--- src/rtl/sdram_arb.sv ---
// sdram_arb: arbiter and refresh scheduler in front of sdram_core.
// Shares the single SDRAM command engine between two clients and issues periodic
// auto-refresh. At most one of refresh, read or write is outstanding at the core.
//
// Optional feature macro: SDRAM_ARB_RR_EN
//   defined   -> round-robin between clients (the client not granted last wins a tie)
//   undefined -> fixed priority (client 0 beats client 1)
//
// Ports:
//   clk, rst_n                  clock, asynchronous active-low reset
//   cN_req_i/cN_we_i/cN_addr_i  client request, direction (1=write) and address
//   cN_gnt_o                    one-cycle pulse: column command accepted for client N
//   cN_done_o                   one-cycle pulse: core back to idle after client N's access
//   sdram_init_done_i           core initialisation finished
//   core_idle_i                 core work FSM is idle
//   sdram_ref_req_o/_ack_i      refresh handshake
//   sdram_wr_req_o/_ack_i       write handshake
//   sdram_rd_req_o/_ack_i       read handshake
//   sdram_addr_o                latched address of the current access
//   arb_owner_o                 client owning the current or last access
//   arb_busy_o                  arbiter not idle
//   ref_miss_o                  sticky: refresh interval elapsed with a refresh still pending
module sdram_arb #(
    parameter int unsigned REF_CYC = 1000,
    parameter int unsigned ADDR_W  = 24
) (
    input  logic              clk,
    input  logic              rst_n,
    input  logic              c0_req_i,
    input  logic              c0_we_i,
    input  logic [ADDR_W-1:0] c0_addr_i,
    input  logic              c1_req_i,
    input  logic              c1_we_i,
    input  logic [ADDR_W-1:0] c1_addr_i,
    output logic              c0_gnt_o,
    output logic              c1_gnt_o,
    output logic              c0_done_o,
    output logic              c1_done_o,
    input  logic              sdram_init_done_i,
    input  logic              core_idle_i,
    output logic              sdram_ref_req_o,
    input  logic              sdram_ref_ack_i,
    output logic              sdram_wr_req_o,
    output logic              sdram_rd_req_o,
    input  logic              sdram_wr_ack_i,
    input  logic              sdram_rd_ack_i,
    output logic [ADDR_W-1:0] sdram_addr_o,
    output logic              arb_owner_o,
    output logic              arb_busy_o,
    output logic              ref_miss_o
);

    localparam logic [15:0] RefReload = 16'(REF_CYC - 1);

    typedef enum logic [1:0] {StIdle, StRef, StAcc, StBusy} state_e;

    state_e            state_q, state_d;
    logic [15:0]       timer_q, timer_d;
    logic              ref_pend_q, ref_pend_d;
    logic              ref_miss_q, ref_miss_d;
    logic              is_ref_q, is_ref_d;
    logic              we_q, we_d;
    logic              owner_q, owner_d;
    logic [ADDR_W-1:0] addr_q, addr_d;
    logic              ref_req_q, ref_req_d;
    logic              wr_req_q, wr_req_d;
    logic              rd_req_q, rd_req_d;
    logic              busy_q, busy_d;
    logic [1:0]        gnt_q, gnt_d;
    logic [1:0]        done_q, done_d;
    logic              expire;
    logic              ref_taken;
    logic              win;
`ifdef SDRAM_ARB_RR_EN
    logic              last_q, last_d;
`endif

    // Refresh timer: held at reload until the core is initialised.
    always_comb begin
        expire  = 1'b0;
        timer_d = timer_q;
        if (!sdram_init_done_i) begin
            timer_d = RefReload;
        end else if (timer_q == '0) begin
            timer_d = RefReload;
            expire  = 1'b1;
        end else begin
            timer_d = timer_q - 16'd1;
        end
    end

    // An expiry coinciding with the ack is a fresh request, not a miss.
    assign ref_taken  = (state_q == StRef) && sdram_ref_ack_i;
    assign ref_pend_d = expire | (ref_pend_q & ~ref_taken);
    assign ref_miss_d = ref_miss_q | (expire & ref_pend_q & ~ref_taken);

`ifdef SDRAM_ARB_RR_EN
    assign win = (c0_req_i && c1_req_i) ? ~last_q : c1_req_i;
`else
    assign win = ~c0_req_i;
`endif

    always_comb begin
        state_d  = state_q;
        is_ref_d = is_ref_q;
        we_d     = we_q;
        owner_d  = owner_q;
        addr_d   = addr_q;
        gnt_d    = 2'b00;
        done_d   = 2'b00;
`ifdef SDRAM_ARB_RR_EN
        last_d   = last_q;
`endif
        case (state_q)
            StIdle: begin
                if (sdram_init_done_i && core_idle_i) begin
                    if (ref_pend_q) begin
                        state_d  = StRef;
                        is_ref_d = 1'b1;
                    end else if (c0_req_i || c1_req_i) begin
                        state_d  = StAcc;
                        is_ref_d = 1'b0;
                        owner_d  = win;
                        we_d     = win ? c1_we_i : c0_we_i;
                        addr_d   = win ? c1_addr_i : c0_addr_i;
                    end
                end
            end
            StRef: begin
                if (sdram_ref_ack_i) begin
                    state_d = StBusy;
                end
            end
            StAcc: begin
                if ((we_q && sdram_wr_ack_i) || (!we_q && sdram_rd_ack_i)) begin
                    state_d        = StBusy;
                    gnt_d[owner_q] = 1'b1;
`ifdef SDRAM_ARB_RR_EN
                    last_d         = owner_q;
`endif
                end
            end
            StBusy: begin
                if (core_idle_i) begin
                    state_d = StIdle;
                    if (!is_ref_q) begin
                        done_d[owner_q] = 1'b1;
                    end
                end
            end
            default: state_d = StIdle;
        endcase
        ref_req_d = (state_d == StRef);
        wr_req_d  = (state_d == StAcc) && we_d;
        rd_req_d  = (state_d == StAcc) && !we_d;
        busy_d    = (state_d != StIdle);
    end

    always_ff @(posedge clk or negedge rst_n) begin
        if (!rst_n) begin
            state_q    <= StIdle;
            timer_q    <= RefReload;
            ref_pend_q <= 1'b0;
            ref_miss_q <= 1'b0;
            is_ref_q   <= 1'b0;
            we_q       <= 1'b0;
            owner_q    <= 1'b0;
            addr_q     <= '0;
            ref_req_q  <= 1'b0;
            wr_req_q   <= 1'b0;
            rd_req_q   <= 1'b0;
            busy_q     <= 1'b0;
            gnt_q      <= 2'b00;
            done_q     <= 2'b00;
`ifdef SDRAM_ARB_RR_EN
            last_q     <= 1'b1; // client 0 wins the first tie
`endif
        end else begin
            state_q    <= state_d;
            timer_q    <= timer_d;
            ref_pend_q <= ref_pend_d;
            ref_miss_q <= ref_miss_d;
            is_ref_q   <= is_ref_d;
            we_q       <= we_d;
            owner_q    <= owner_d;
            addr_q     <= addr_d;
            ref_req_q  <= ref_req_d;
            wr_req_q   <= wr_req_d;
            rd_req_q   <= rd_req_d;
            busy_q     <= busy_d;
            gnt_q      <= gnt_d;
            done_q     <= done_d;
`ifdef SDRAM_ARB_RR_EN
            last_q     <= last_d;
`endif
        end
    end

    assign c0_gnt_o        = gnt_q[0];
    assign c1_gnt_o        = gnt_q[1];
    assign c0_done_o       = done_q[0];
    assign c1_done_o       = done_q[1];
    assign sdram_ref_req_o = ref_req_q;
    assign sdram_wr_req_o  = wr_req_q;
    assign sdram_rd_req_o  = rd_req_q;
    assign sdram_addr_o    = addr_q;
    assign arb_owner_o     = owner_q;
    assign arb_busy_o      = busy_q;
    assign ref_miss_o      = ref_miss_q;

endmodule

--- config.mk ---
export PLATFORM = sky130hd
export DESIGN_NAME = sdram_arb
export DESIGN_NICKNAME = d
export VERILOG_FILES = /design/src/rtl/sdram_arb.sv
export SDC_FILE = /design/constraint.sdc
export NUM_CORES = 1
export LEC_CHECK = 0
export ABC_AREA = 1
export CAP_MARGIN = 10
export CORE_MARGIN = 2
export CORE_UTILIZATION = 46
export CTS_CLUSTER_DIAMETER = 120
export DETAILED_ROUTE_END_ITERATION = 12
export PLACE_DENSITY = 0.78
export SETUP_SLACK_MARGIN = 0.3
export SYNTH_ARGS = -nofsm -noshare
export SYNTH_HDL_FRONTEND = slang
export SYNTH_SLANG_ARGS = --single-unit
--- constraint.sdc ---
create_clock -name clk -period 1.7 [get_ports clk]
set_input_delay 0.34 -clock clk [delete_from_list [all_inputs] [get_ports clk]]
set_output_delay 0.34 -clock clk [all_outputs]
set_load 0.02 [all_outputs]
# After elaboration in Yosys (flattened, before gate mapping)
# Cells that the tools add are included.
# totals
regBits,55
n_memories,0
romBits,0
in_bits,59
ramBits,0
output_inout_bits,34
latch_bits,0
# classes
div,0
n_bitwise,8
n_addsub,1
order_cmp,2
shift,0
n_mul,0
reduce_logical,17
muxes,26
eq_ne,5
# op_table
cell,count
16-bit 2-to-1 mux,2
24-bit 2-to-1 mux,1
2-bit 2-to-1 mux,11
16-bit zero test,1
16-bit by 1-bit subtractor with 16-bit output (second input constant),1
1-bit 2-to-1 mux,10
2-bit case mux with 4 select lines,1
1-bit logical AND,7
2-bit equality test (second input constant),3
2-bit by 1-bit equality test with 1-bit output (second input constant),2
4-bit AND reduction,1
2-bit nonzero test,2
1-bit bitwise AND,3
1-bit NOT,3
3-bit AND reduction,1
1-bit zero test,2
2-bit zero test,1
1-bit logical OR,2
1-bit by 2-bit less-than comparator with 1-bit output (second input constant),1
1-bit bitwise OR,2
1-bit demux with 1-bit select,1
1-bit >= comparator (second input constant),1

# Longest topological paths before layout
# Gate-level depths: netlist of the first run.
# depth
word_depth,7
mapped_depth,9

# Least setup slack after synthesis of the first run
# No wires, ideal clock.
# synth_timing
kind,register to register
start,register timer_q[0]
end,register timer_q[7]
period_less_slack_ns,1.389
t_arrival_ns,1.311
path_buffers,0
path_stages_with_launch,9
required_time_ns,1.622
setup_slack_ns,0.311
path_cell_list,dfstp_2 > inv_1 > ha_1 > nand2_1 > nor2_1 > nand3_1 > nand2_2 > inv_1 > nand2_1
# synth_via
elab_chain_cells,3
# synth_rtl
item,line,source
start: declaration,58,"logic [15:0] timer_q, timer_d;"
start signal: assignment,162,timer_q <= RefReload;
start signal: assignment,180,timer_q <= timer_d;
16-bit by 1-bit subtractor with 16-bit output or 16-bit zero test (tied branches),"88, 84",
16-bit 2-to-1 mux (*),84,end else if (timer_q == '0) begin
16-bit 2-to-1 mux (*),82,if (!sdram_init_done_i) begin
via timer_d[7],58,
# The timed path passes the listed nets; every way through them passes the cells marked *.
# A chain may end at the register's enable or synchronous reset.

# Worst setup path in the final report of the first run
# layout_timing
start,"register addr_q[4], in the netlist sdram_addr_o[4]"
end,output port sdram_addr_o[4]
# layout_lines
item,line,source
start: declaration,64,"logic [ADDR_W-1:0] addr_q, addr_d;"
start signal: assignment,186,addr_q <= addr_d;
end: declaration,47,"output logic [ADDR_W-1:0] sdram_addr_o,"
# No word-level cell between the ends.

==> results of run 1 <==
[per-stage QoR]
| step | instances | TNS [ns] |
|---|---|---|
| 2_1_floorplan | 322 | 0 |
| 3_3_place_gp | 489 | -0.638 |
| 3_5_place_dp | 489 | -1.25 |
| 4_1_cts | 499 | 0 |
| 5_1_grt | 502 | 0 |
| 6_report | 502 | 0 |
[metal layers]
layer	GRT usage [%]	wire length, um
met5	0	0
met4	5.25	30
met3	7.14	572
met2	33.9	3150
met1	24.4	2590
[power by group through the flow]
stage               clock [W]  sequential, W  combinational, W
finish               0.000782        0.00193           0.00208
CTS                  0.000803        0.00192           0.00199
global route         0.000871        0.00197           0.00227
floorplan                   0        0.00233          0.000756
detailed placement          0        0.00194           0.00222
global placement            0        0.00193           0.00219
[placed cells by master, fill, tap and decap left out, types with 4 or more instances in the layout]
master and n:
clkdlybuf4s15_1 15, nand2_1 78, clkbuf_8 7, a21oi_1 4
buf_12 5, nand3_1 12, clkdlybuf4s50_1 54, buf_4 9
dfrtp_1 46, nand3b_1 4, nor2_1 79, dlygate4sd2_1 21
dfstp_2 8, o31ai_2 24, inv_1 19, nor2_2 6
o21ai_0 4
[worst paths after layout]
check	start	to	slack (ns)
worst max-delay path	sdram_addr_o[4]	sdram_addr_o[4]	0.33
worst min-delay path	rst_n	sdram_addr_o[19]	0.03
worst max register to register	timer_q[0]	timer_q[7]	0.37
worst min register to register	timer_q[0]	timer_q[0]	0.47
max in group asynchronous	rst_n	timer_q[9]	1.40
min in group clk	timer_q[0]	timer_q[0]	0.47
[cell families after synthesis]
logic type,after synthesis
compound gates,35
simple gates,194
xor+xnor,3
flops,55
fa+ha+maj,1
buf+inv,34
[registers in the layout, indices dropped and copies added (netlist names)]
signal and flops:
ref_miss_o 1, arb_busy_o 1, sdram_addr_o 24, arb_owner_o 1, gnt_q 2, sdram_ref_req_o 1
done_q 2, is_ref_q 1, timer_q 16, state_q 2, sdram_wr_req_o 1, sdram_rd_req_o 1
ref_pend_q 1, we_q 1
[timing repair]
item	CTS	global route
pin swaps	1	4
resized for setup	46	32
setup buffers	2	3
cloned	0	0
setup endpoints to repair	68	57
[final cells by class]
type	count	area share, %
clock inverter	1	0.187
inverter	22	2.06
multi-input combinational	233	31.4
timing repair buffer	109	27.0
clock buffer	7	2.40
tap	75	2.34
sequential	55	34.5
==> flow_metrics.env, run 1 <==
export IMPL_hold_viol=0
export IMPL_fin_ws_ns=0.334
export IMPL_htreeDepth=2
export IMPL_drc=0
export IMPL_ys_types=29
export IMPL_tritoncts="yes"
export IMPL_synthTopCellsByArea="dfrtp_1, nor2_1, o31ai_2"
export IMPL_diodes=0
export IMPL_grt_pass1_wl_um=10400
export IMPL_syn_nets=382
export IMPL_dp_hpwl_um=4710
export IMPL_crit_path_start_kind="flip-flop"
export IMPL_yosys_area_share_simple_pct=29.1
export IMPL_finalPower_w=0.00479
export IMPL_cts_made_buffers=5
export IMPL_synthMostInstantiatedCell="nor2_1"
export IMPL_cap_violations=0
export IMPL_synth_warnings=0
export IMPL_fillers=469
export IMPL_grt_pass1_vias=2409
export IMPL_drtIter0Drc=123
export IMPL_preCtsSetupSlack_ns=-0.0771
export IMPL_hold_path_class="input port to asynchronous set/reset pin"
export IMPL_insertion_delay_ns=0.30
export IMPL_die_w_um=81.6
export IMPL_dpl_instance_area_um2=3840
export IMPL_layout_nets=486
export IMPL_status="completed"
export IMPL_tightest_slew_ns=0.284
export IMPL_die_area_um2=6650
export IMPL_antenna_found_initial=0
export IMPL_rows=28
export IMPL_portBuffers=92
export IMPL_synthesis_area_um2=2770
export IMPL_drt_total_wl_um=6350
export IMPL_cp_required_ns=1.36
export IMPL_end_kind="output port"
export IMPL_io_pins=93
export IMPL_path_delay_family="flip-flops"
export IMPL_synth_edf_count=0
export IMPL_p_sw_w=0.00177
export IMPL_ys_seq_area_share_pct=50.1
export IMPL_critical_path_buf_inv_count=1
export IMPL_wl_per_cell_um=12.6
export IMPL_cp_depth=1
export IMPL_synth_common_cells="nor2_1, nand2_1, dfrtp_1, o31ai_2, inv_1"
export IMPL_crit_path_top_delay_cell="dfrtp_1"
export IMPL_swShare_pct=36.9
export IMPL_vias=2469
export IMPL_start_util_pct=47.3
export IMPL_max_stage_delay_ns=0.40
export IMPL_internal_power_w=0.00302
export IMPL_dr_pass1_iters=4
export IMPL_crit_type="flip-flop to output port"
export IMPL_ys_ff_latch=55
export IMPL_p_clk_share_pct=16.3
export IMPL_cp_max_fo=2
export IMPL_fin_crit_sh_pct=80.4
export IMPL_relSlewSlack_pct=81.1
export IMPL_ctsHoldBuffers=0
export IMPL_drive_gt1_share_pct=18.5
export IMPL_final_cell_area_um2=4020
export IMPL_seqPwrFrac_pct=40.3
export IMPL_powerDensity_nw_per_um2=1190
export IMPL_grt_setup_unrepaired="true"
export IMPL_synth_compound_area_share_pct=13.0
export IMPL_synth_top_area_share_pct=42.5
export IMPL_ctsRootBufferMaster="clkbuf_8"
export IMPL_avgSynthCellArea_um2=8.59
export IMPL_antenna_left=0
export IMPL_synth_xor_area_share_pct=0.950
export IMPL_pwr_share_comb_pct=43.4
export IMPL_cts_sinks=55
export IMPL_rr_worst_depth=8
export IMPL_area_growth_pct=45.2
export IMPL_utilization_pct=68.6
export IMPL_slew_viol_final=0
export IMPL_cellLeakagePower_nw=1.93
export IMPL_ir_drop_mv=0.701
export IMPL_routed_via_density=4.92
export IMPL_synthAdderAreaFrac_pct=0.452
export IMPL_critPathArrivalTime_ns=1.03
export IMPL_dieHeight_um=81.6
export IMPL_synth_top_family_by_area="simple AND/OR/NAND/NOR gates"
export IMPL_crit_chain="dlygate4sd2_1"
export IMPL_ys_flop_type="dfrtp_1"
export IMPL_grt_usage_pct=20.1
export IMPL_seqCellArea_um2=1390
export IMPL_synth_cells=322
export IMPL_multiInputGateArea_um2=1260
export IMPL_min_period_ns=1.37
export IMPL_clkTransAtPathRegs_ns=0.09
export IMPL_timing_hold_ws_ns=0.0278
export IMPL_async_reset_ff_share_pct=100
export IMPL_gp_congestion=0.863
export IMPL_synthMuxAreaShare_pct=0
export IMPL_grt_max_degree=56
export IMPL_ctsLongestPathBuffers=2
export IMPL_finalClockSkew_ns=0.00418
export IMPL_synth_top_cell_by_area="dfrtp_1"
export IMPL_max_freq_ghz=0.732
export IMPL_core_area_um2=5850
export IMPL_finalSetupViolCount=0
export IMPL_gr_total_overflow=0
Note: power is estimated with default switching activity, not from simulation.
==> run 2: changes to the inputs <==
==> constraint.sdc (replaced) <==
create_clock -name clk -period 1.3 [get_ports clk]
set_input_delay 0.26 -clock clk [delete_from_list [all_inputs] [get_ports clk]]
set_output_delay 0.26 -clock clk [all_outputs]
set_load 0.02 [all_outputs]
==> flow_metrics.env, run 2 (synthesis gave the netlist of run 1 again) <==
export IMPL_status="finished, violations left"
export IMPL_violations="negative setup slack"
export IMPL_timing_hold_ws_ns=0.449
export IMPL_gp_congestion=0.807
export IMPL_dp_hpwl_um=4970
export IMPL_clkTransAtPathRegs_ns=0.10
export IMPL_dieHeight_um=81.6
export IMPL_layout_common_cells="nor2_1, clkdlybuf4s50_1, nand2_1"
export IMPL_drc=0
export IMPL_crit_path_top_delay_cell="dfrtp_1"
export IMPL_area_growth_pct=73.6
export IMPL_end_kind="flip-flop"
export IMPL_grt_pass1_vias=2657
export IMPL_antenna_found_initial=0
export IMPL_cp_max_fo=8
export IMPL_routed_via_density=5.35
export IMPL_grt_setup_unrepaired="true"
export IMPL_final_cell_area_um2=4800
export IMPL_fin_ws_ns=-0.138
export IMPL_fin_crit_sh_pct=111
export IMPL_core_area_um2=5850
export IMPL_die_area_um2=6650
export IMPL_io_pins=93
export IMPL_crit_type="flip-flop to flip-flop"
export IMPL_layout_nets=518
export IMPL_insertion_delay_ns=0.31
export IMPL_ctsRootBufferMaster="clkbuf_8"
export IMPL_powerDensity_nw_per_um2=1610
export IMPL_start_util_pct=47.3
export IMPL_setup_tns_ns=-2.81
export IMPL_wl_per_cell_um=16.6
export IMPL_slew_viol_final=0
export IMPL_rows=28
export IMPL_critPathArrivalTime_ns=1.64
export IMPL_drtIter0Drc=175
export IMPL_tightest_slew_ns=0.298
export IMPL_grt_max_degree=56
export IMPL_dpl_instance_area_um2=3930
export IMPL_crit_path_start_kind="flip-flop"
export IMPL_max_freq_ghz=0.695
export IMPL_max_stage_delay_ns=0.43
export IMPL_finalSetupViolCount=33
export IMPL_largest_reg_flops=24
export IMPL_grt_pass1_wl_um=11600
export IMPL_min_period_ns=1.44
export IMPL_vias=2855
export IMPL_utilization_pct=82.1
export IMPL_dr_pass1_iters=5
export IMPL_relSlewSlack_pct=80.1
export IMPL_preCtsSetupSlack_ns=-0.376
export IMPL_cp_required_ns=1.50
export IMPL_diodes=0
export IMPL_mostFrequentLayoutCell="nor2_1"
export IMPL_cts_sinks=55
export IMPL_gr_total_overflow=0
export IMPL_multiInputGateArea_um2=1660
export IMPL_cellLeakagePower_nw=2.20
export IMPL_fillers=323
export IMPL_hold_viol=0
export IMPL_drive_gt1_share_pct=45.3
export IMPL_antenna_left=0
export IMPL_die_w_um=81.6
export IMPL_cap_violations=0
export IMPL_ctsLongestPathBuffers=2
export IMPL_ir_drop_mv=1.16
export IMPL_tritoncts="yes"
export IMPL_portBuffers=92
export IMPL_grt_usage_pct=22.9
export IMPL_finalClockSkew_ns=0.00705
export IMPL_htreeDepth=2
export IMPL_crit_chain="nor2_2 -> nand3b_1 -> buf_6 -> clkbuf_16 -> nand2_2 -> o31ai_4"
export IMPL_drt_total_wl_um=8880
export IMPL_hold_path_class="input port to flip-flop"
export IMPL_seqCellArea_um2=1390
export IMPL_cts_made_buffers=5
==> run 2: cell type report <==
cell class / count / area share, %
inverter: 22 / 1.82
tap: 75 / 1.95
clock inverter: 2 / 0.260
timing repair buffer: 141 / 31.0
clock buffer: 6 / 1.51
sequential: 55 / 28.9
multi-input combinational: 233 / 34.5
==> run 2: metrics by stage <==
step                instances  power (W)
finish                    534    0.00774
global route              534    0.00810
CTS                       519    0.00691
detailed placement        493    0.00553
global placement          493    0.00547
floorplan                 322    0.00407
==> run 2: per-layer routing <==
layer | global-route usage (%) | part of all wire, % | wire [um] | up-vias
met4 | 9.66 | 3.0 | 267 | 0
met3 | 7.03 | 8.3 | 741 | 29
met2 | 38.6 | 52 | 4600 | 154
li1 | - | - | - | 1297
met5 | 0 | 0 | 0 | -
met1 | 27.1 | 37 | 3270 | 1375
==> run 2: what timing repair did <==
action	CTS	global route
setup buffers	17	10
gates cloned	0	5
resized for setup	234	86
hold endpoints to repair	47	0
hold buffers	1	0
setup endpoints to repair	84	88
pin swaps	20	19
==> run 2: report_power, final <==
| group | switching (W) | internal [W] |
|---|---|---|
| Sequential | 0.000435 | 0.00221 |
| Combinational | 0.00196 | 0.00219 |
| Clock | 0.000564 | 0.000378 |
| Total | 0.00296 | 0.00478 |
==> run 2: path summary, 6_finish.rpt <==
path,start,endpoint,slack [ns],depth (start not counted)
max reg2reg,state_q[1],sdram_addr_o[12],-0.14,6
min in group asynchronous,rst_n,ref_miss_o,0.48,3
max in group asynchronous,rst_n,timer_q[7],0.52,3
min reg2reg,sdram_addr_o[1],sdram_addr_o[1],0.53,2
max,state_q[1],sdram_addr_o[12],-0.14,6
min,c1_req_i,is_ref_q,0.45,4
==> run 2: worst max-delay path, delay by kind of cell (launching register included) <==
kind / cells / cell delay (ns)
simple gates: 3 / 0.46
buf+inv: 2 / 0.37
compound gates: 1 / 0.06
flops: 1 / 0.43
==> run 3: changes to the inputs <==
--- a/config.mk
+++ b/config.mk
@@ -5,13 +5,13 @@
 export SDC_FILE = /design/constraint.sdc
 export NUM_CORES = 1
 export LEC_CHECK = 0
-export ABC_AREA = 1
+export ABC_AREA = 0
 export CAP_MARGIN = 10
 export CORE_MARGIN = 2
-export CORE_UTILIZATION = 46
+export CORE_UTILIZATION = 44
 export CTS_CLUSTER_DIAMETER = 120
 export DETAILED_ROUTE_END_ITERATION = 12
-export PLACE_DENSITY = 0.78
+export PLACE_DENSITY = 0.76
 export SETUP_SLACK_MARGIN = 0.3
 export SYNTH_ARGS = -nofsm -noshare
 export SYNTH_HDL_FRONTEND = slang
==> flow_metrics.env, run 3 <==
export IMPL_antenna_left=0
export IMPL_layout_common_cells="buf_4, clkdlybuf4s50_1, buf_6"
export IMPL_mostFrequentLayoutCell="buf_4"
export IMPL_synthesis_area_um2=2520
export IMPL_cap_violations=0
export IMPL_die_w_um=79.6
export IMPL_core_area_um2=5510
export IMPL_vias=2749
export IMPL_ctsLongestPathBuffers=2
export IMPL_ys_types=40
export IMPL_insertion_delay_ns=0.33
export IMPL_grt_max_degree=56
export IMPL_routed_via_density=5.70
export IMPL_gr_total_overflow=0
export IMPL_avgSynthCellArea_um2=11.0
export IMPL_reg2reg_slack_ns=-0.54
export IMPL_pwr_share_comb_pct=58.2
export IMPL_grt_setup_unrepaired="true"
export IMPL_synthMostInstantiatedCell="dfrtp_1"
export IMPL_synth_warnings=0
export IMPL_end_kind="flip-flop"
export IMPL_syn_nets=289
export IMPL_final_cell_area_um2=5040
export IMPL_max_stage_delay_ns=0.54
export IMPL_cp_depth=5
export IMPL_gp_congestion=0.838
export IMPL_drive_gt1_share_pct=59.8
export IMPL_synth_edf_count=0
export IMPL_start_util_pct=45.7
export IMPL_violations="negative setup slack"
export IMPL_dr_pass1_iters=5
export IMPL_finalClockSkew_ns=0.0139
export IMPL_antenna_found_initial=0
export IMPL_portBuffers=92
export IMPL_synth_top_cell_by_area="dfrtp_1"
export IMPL_min_period_ns=1.84
export IMPL_seqPwrFrac_pct=30.8
export IMPL_cts_sinks=55
export IMPL_tightest_slew_ns=0.578
export IMPL_drtIter0Drc=161
export IMPL_startpoint="timer_q[13]"
export IMPL_powerDensity_nw_per_um2=1800
export IMPL_path_delay_family="simple AND/OR/NAND/NOR gates"
export IMPL_async_reset_ff_share_pct=100
export IMPL_p_sw_w=0.00358
export IMPL_largest_reg_flops=24
export IMPL_dpl_instance_area_um2=3990
export IMPL_p_clk_share_pct=11.0
export IMPL_hold_depth=2
export IMPL_rr_startpoint="timer_q[13]"
export IMPL_critPathArrivalTime_ns=2.06
export IMPL_crit_end="timer_q[14]"
export IMPL_rr_worst_depth=5
export IMPL_hold_path_class="input port to flip-flop"
export IMPL_hold_viol=0
export IMPL_tritoncts="yes"
export IMPL_ys_seq_area_share_pct=55.1
export IMPL_grt_pass1_vias=2643
export IMPL_synth_top_area_share_pct=46.7
export IMPL_swShare_pct=39.5
export IMPL_clkTransAtPathRegs_ns=0.11
export IMPL_timing_hold_ws_ns=0.382
export IMPL_grt_pass1_wl_um=12800
export IMPL_ir_drop_mv=1.24
export IMPL_max_freq_ghz=0.545
export IMPL_cp_required_ns=1.53
export IMPL_io_pins=93
export IMPL_critical_path_buf_inv_count=1
export IMPL_drc=0
export IMPL_cts_made_buffers=5
export IMPL_crit_path_start_kind="flip-flop"
export IMPL_dp_hpwl_um=4460
export IMPL_synth_common_cells="dfrtp_1, nor2_1, a21oi_1, mux2i_1, nand2_1"
export IMPL_relSlewSlack_pct=61.1
export IMPL_grt_usage_pct=26.8
export IMPL_area_growth_pct=100
export IMPL_htreeDepth=2
export IMPL_cellLeakagePower_nw=2.17
export IMPL_crit_chain="buf_4 -> nor4_1 -> nand4_1 -> xor2_1 -> nor2_2"
export IMPL_finalPower_w=0.00906
export IMPL_drt_total_wl_um=11200
export IMPL_rows=27
export IMPL_status="finished, violations left"
export IMPL_die_area_um2=6340
export IMPL_crit_type="flip-flop to flip-flop"
export IMPL_slew_viol_final=0
export IMPL_synthTopCellsByArea="dfrtp_1, mux2i_1, dfstp_2"
export IMPL_dieHeight_um=79.6
export IMPL_ys_ff_latch=55
export IMPL_synth_cells=229
export IMPL_cp_max_fo=3
export IMPL_fin_crit_sh_pct=141
export IMPL_fin_ws_ns=-0.536
export IMPL_r2r_end="timer_q[14]"
export IMPL_ys_flop_type="dfrtp_1"
export IMPL_wl_per_cell_um=23.1
export IMPL_diodes=0
export IMPL_internal_power_w=0.00549
export IMPL_ctsRootBufferMaster="clkbuf_8"
export IMPL_min_delay_start="c0_req_i"
export IMPL_crit_path_top_delay_cell="nor4_1"
export IMPL_layout_nets=469
export IMPL_finalSetupViolCount=50
run 3: area by class of cell:
type,instances,area (um2)
Timing Repair Buffer,182,1890
Inverter,5,23.8
Clock inverter,2,12.5
Fill cell,188,467
Sequential cell,55,1390
Clock buffer,6,72.6
Multi-Input combinational cell,160,1570
Tap cell,72,90.1
run 3: cell families (layout without fill, tap and decap cells):
group | count (synthesis) | after routing | synth area share, %
and+or+nand+nor | 82 | 82 | 18.3
DFF | 55 | 55 | 55.1
AOI/OAI and AO/OA | 39 | 39 | 8.85
muxes | 27 | 27 | 10.9
buffers and inverters | 14 | 195 | 2.54
xor gates and xnor gates | 11 | 11 | 3.83
adders and majority gates | 1 | 1 | 0.497
run 3: through the flow:
| stage | setup TNS [ns] | std cells | setup WS, ns | util (%) |
|---|---|---|---|---|
| after floorplan | -7.63 | 229 | -0.362 | - |
| after global placement | -18.06 | 427 | -0.458 | 72.5 |
| after detailed placement | -19.52 | 427 | -0.508 | 72.5 |
| after CTS | -9.13 | 458 | -0.321 | 82.9 |
| after global routing | -16.65 | 482 | -0.552 | 91.5 |
| final | -14.70 | 482 | -0.536 | 91.5 |
run 3: metal layers:
| layer | GRT usage, % | wire, um |
|---|---|---|
| met4 | 16.0 | 512 |
| met1 | 29.7 | 4090 |
| met2 | 46.2 | 5860 |
| met5 | 0 | 0 |
| met3 | 6.67 | 691 |
run 3: what timing repair did:
item | CTS | global route
setup buffers | 18 | 23
hold endpoints to repair | 47 | 0
resized for setup | 261 | 70
pin swaps | 12 | 12
setup endpoints to repair | 87 | 89
gates cloned | 4 | 1
hold buffers | 1 | 0
run 3: worst min-delay path by stage:
stage / slack, ns / endpoint
final: 0.38 / arb_owner_o
after global routing: 0.38 / arb_owner_o
after CTS: 0.37 / arb_owner_o
after detailed placement: 0.28 / timer_q[10]
after global placement: 0.28 / timer_q[10]
after floorplan: -0.04 / arb_busy_o
run 3: power by group through the flow:
stage | registers (W) | clock network, W | logic [W]
2_1_floorplan | 0.00317 | 0 | 0.00100
3_3_place_gp | 0.00255 | 0 | 0.00319
3_5_place_dp | 0.00256 | 0 | 0.00324
4_1_cts | 0.00265 | 0.000945 | 0.00382
5_1_grt | 0.00284 | 0.00106 | 0.00549
6_report | 0.00279 | 0.000995 | 0.00527
run 3: worst reg2reg max path, cell delays in order (launching register included):
cell     delay [ns]
dfrtp_1        0.42
buf_4          0.16
nor4_1         0.54
nand4_1        0.26
xor2_1         0.30
nor2_2         0.06
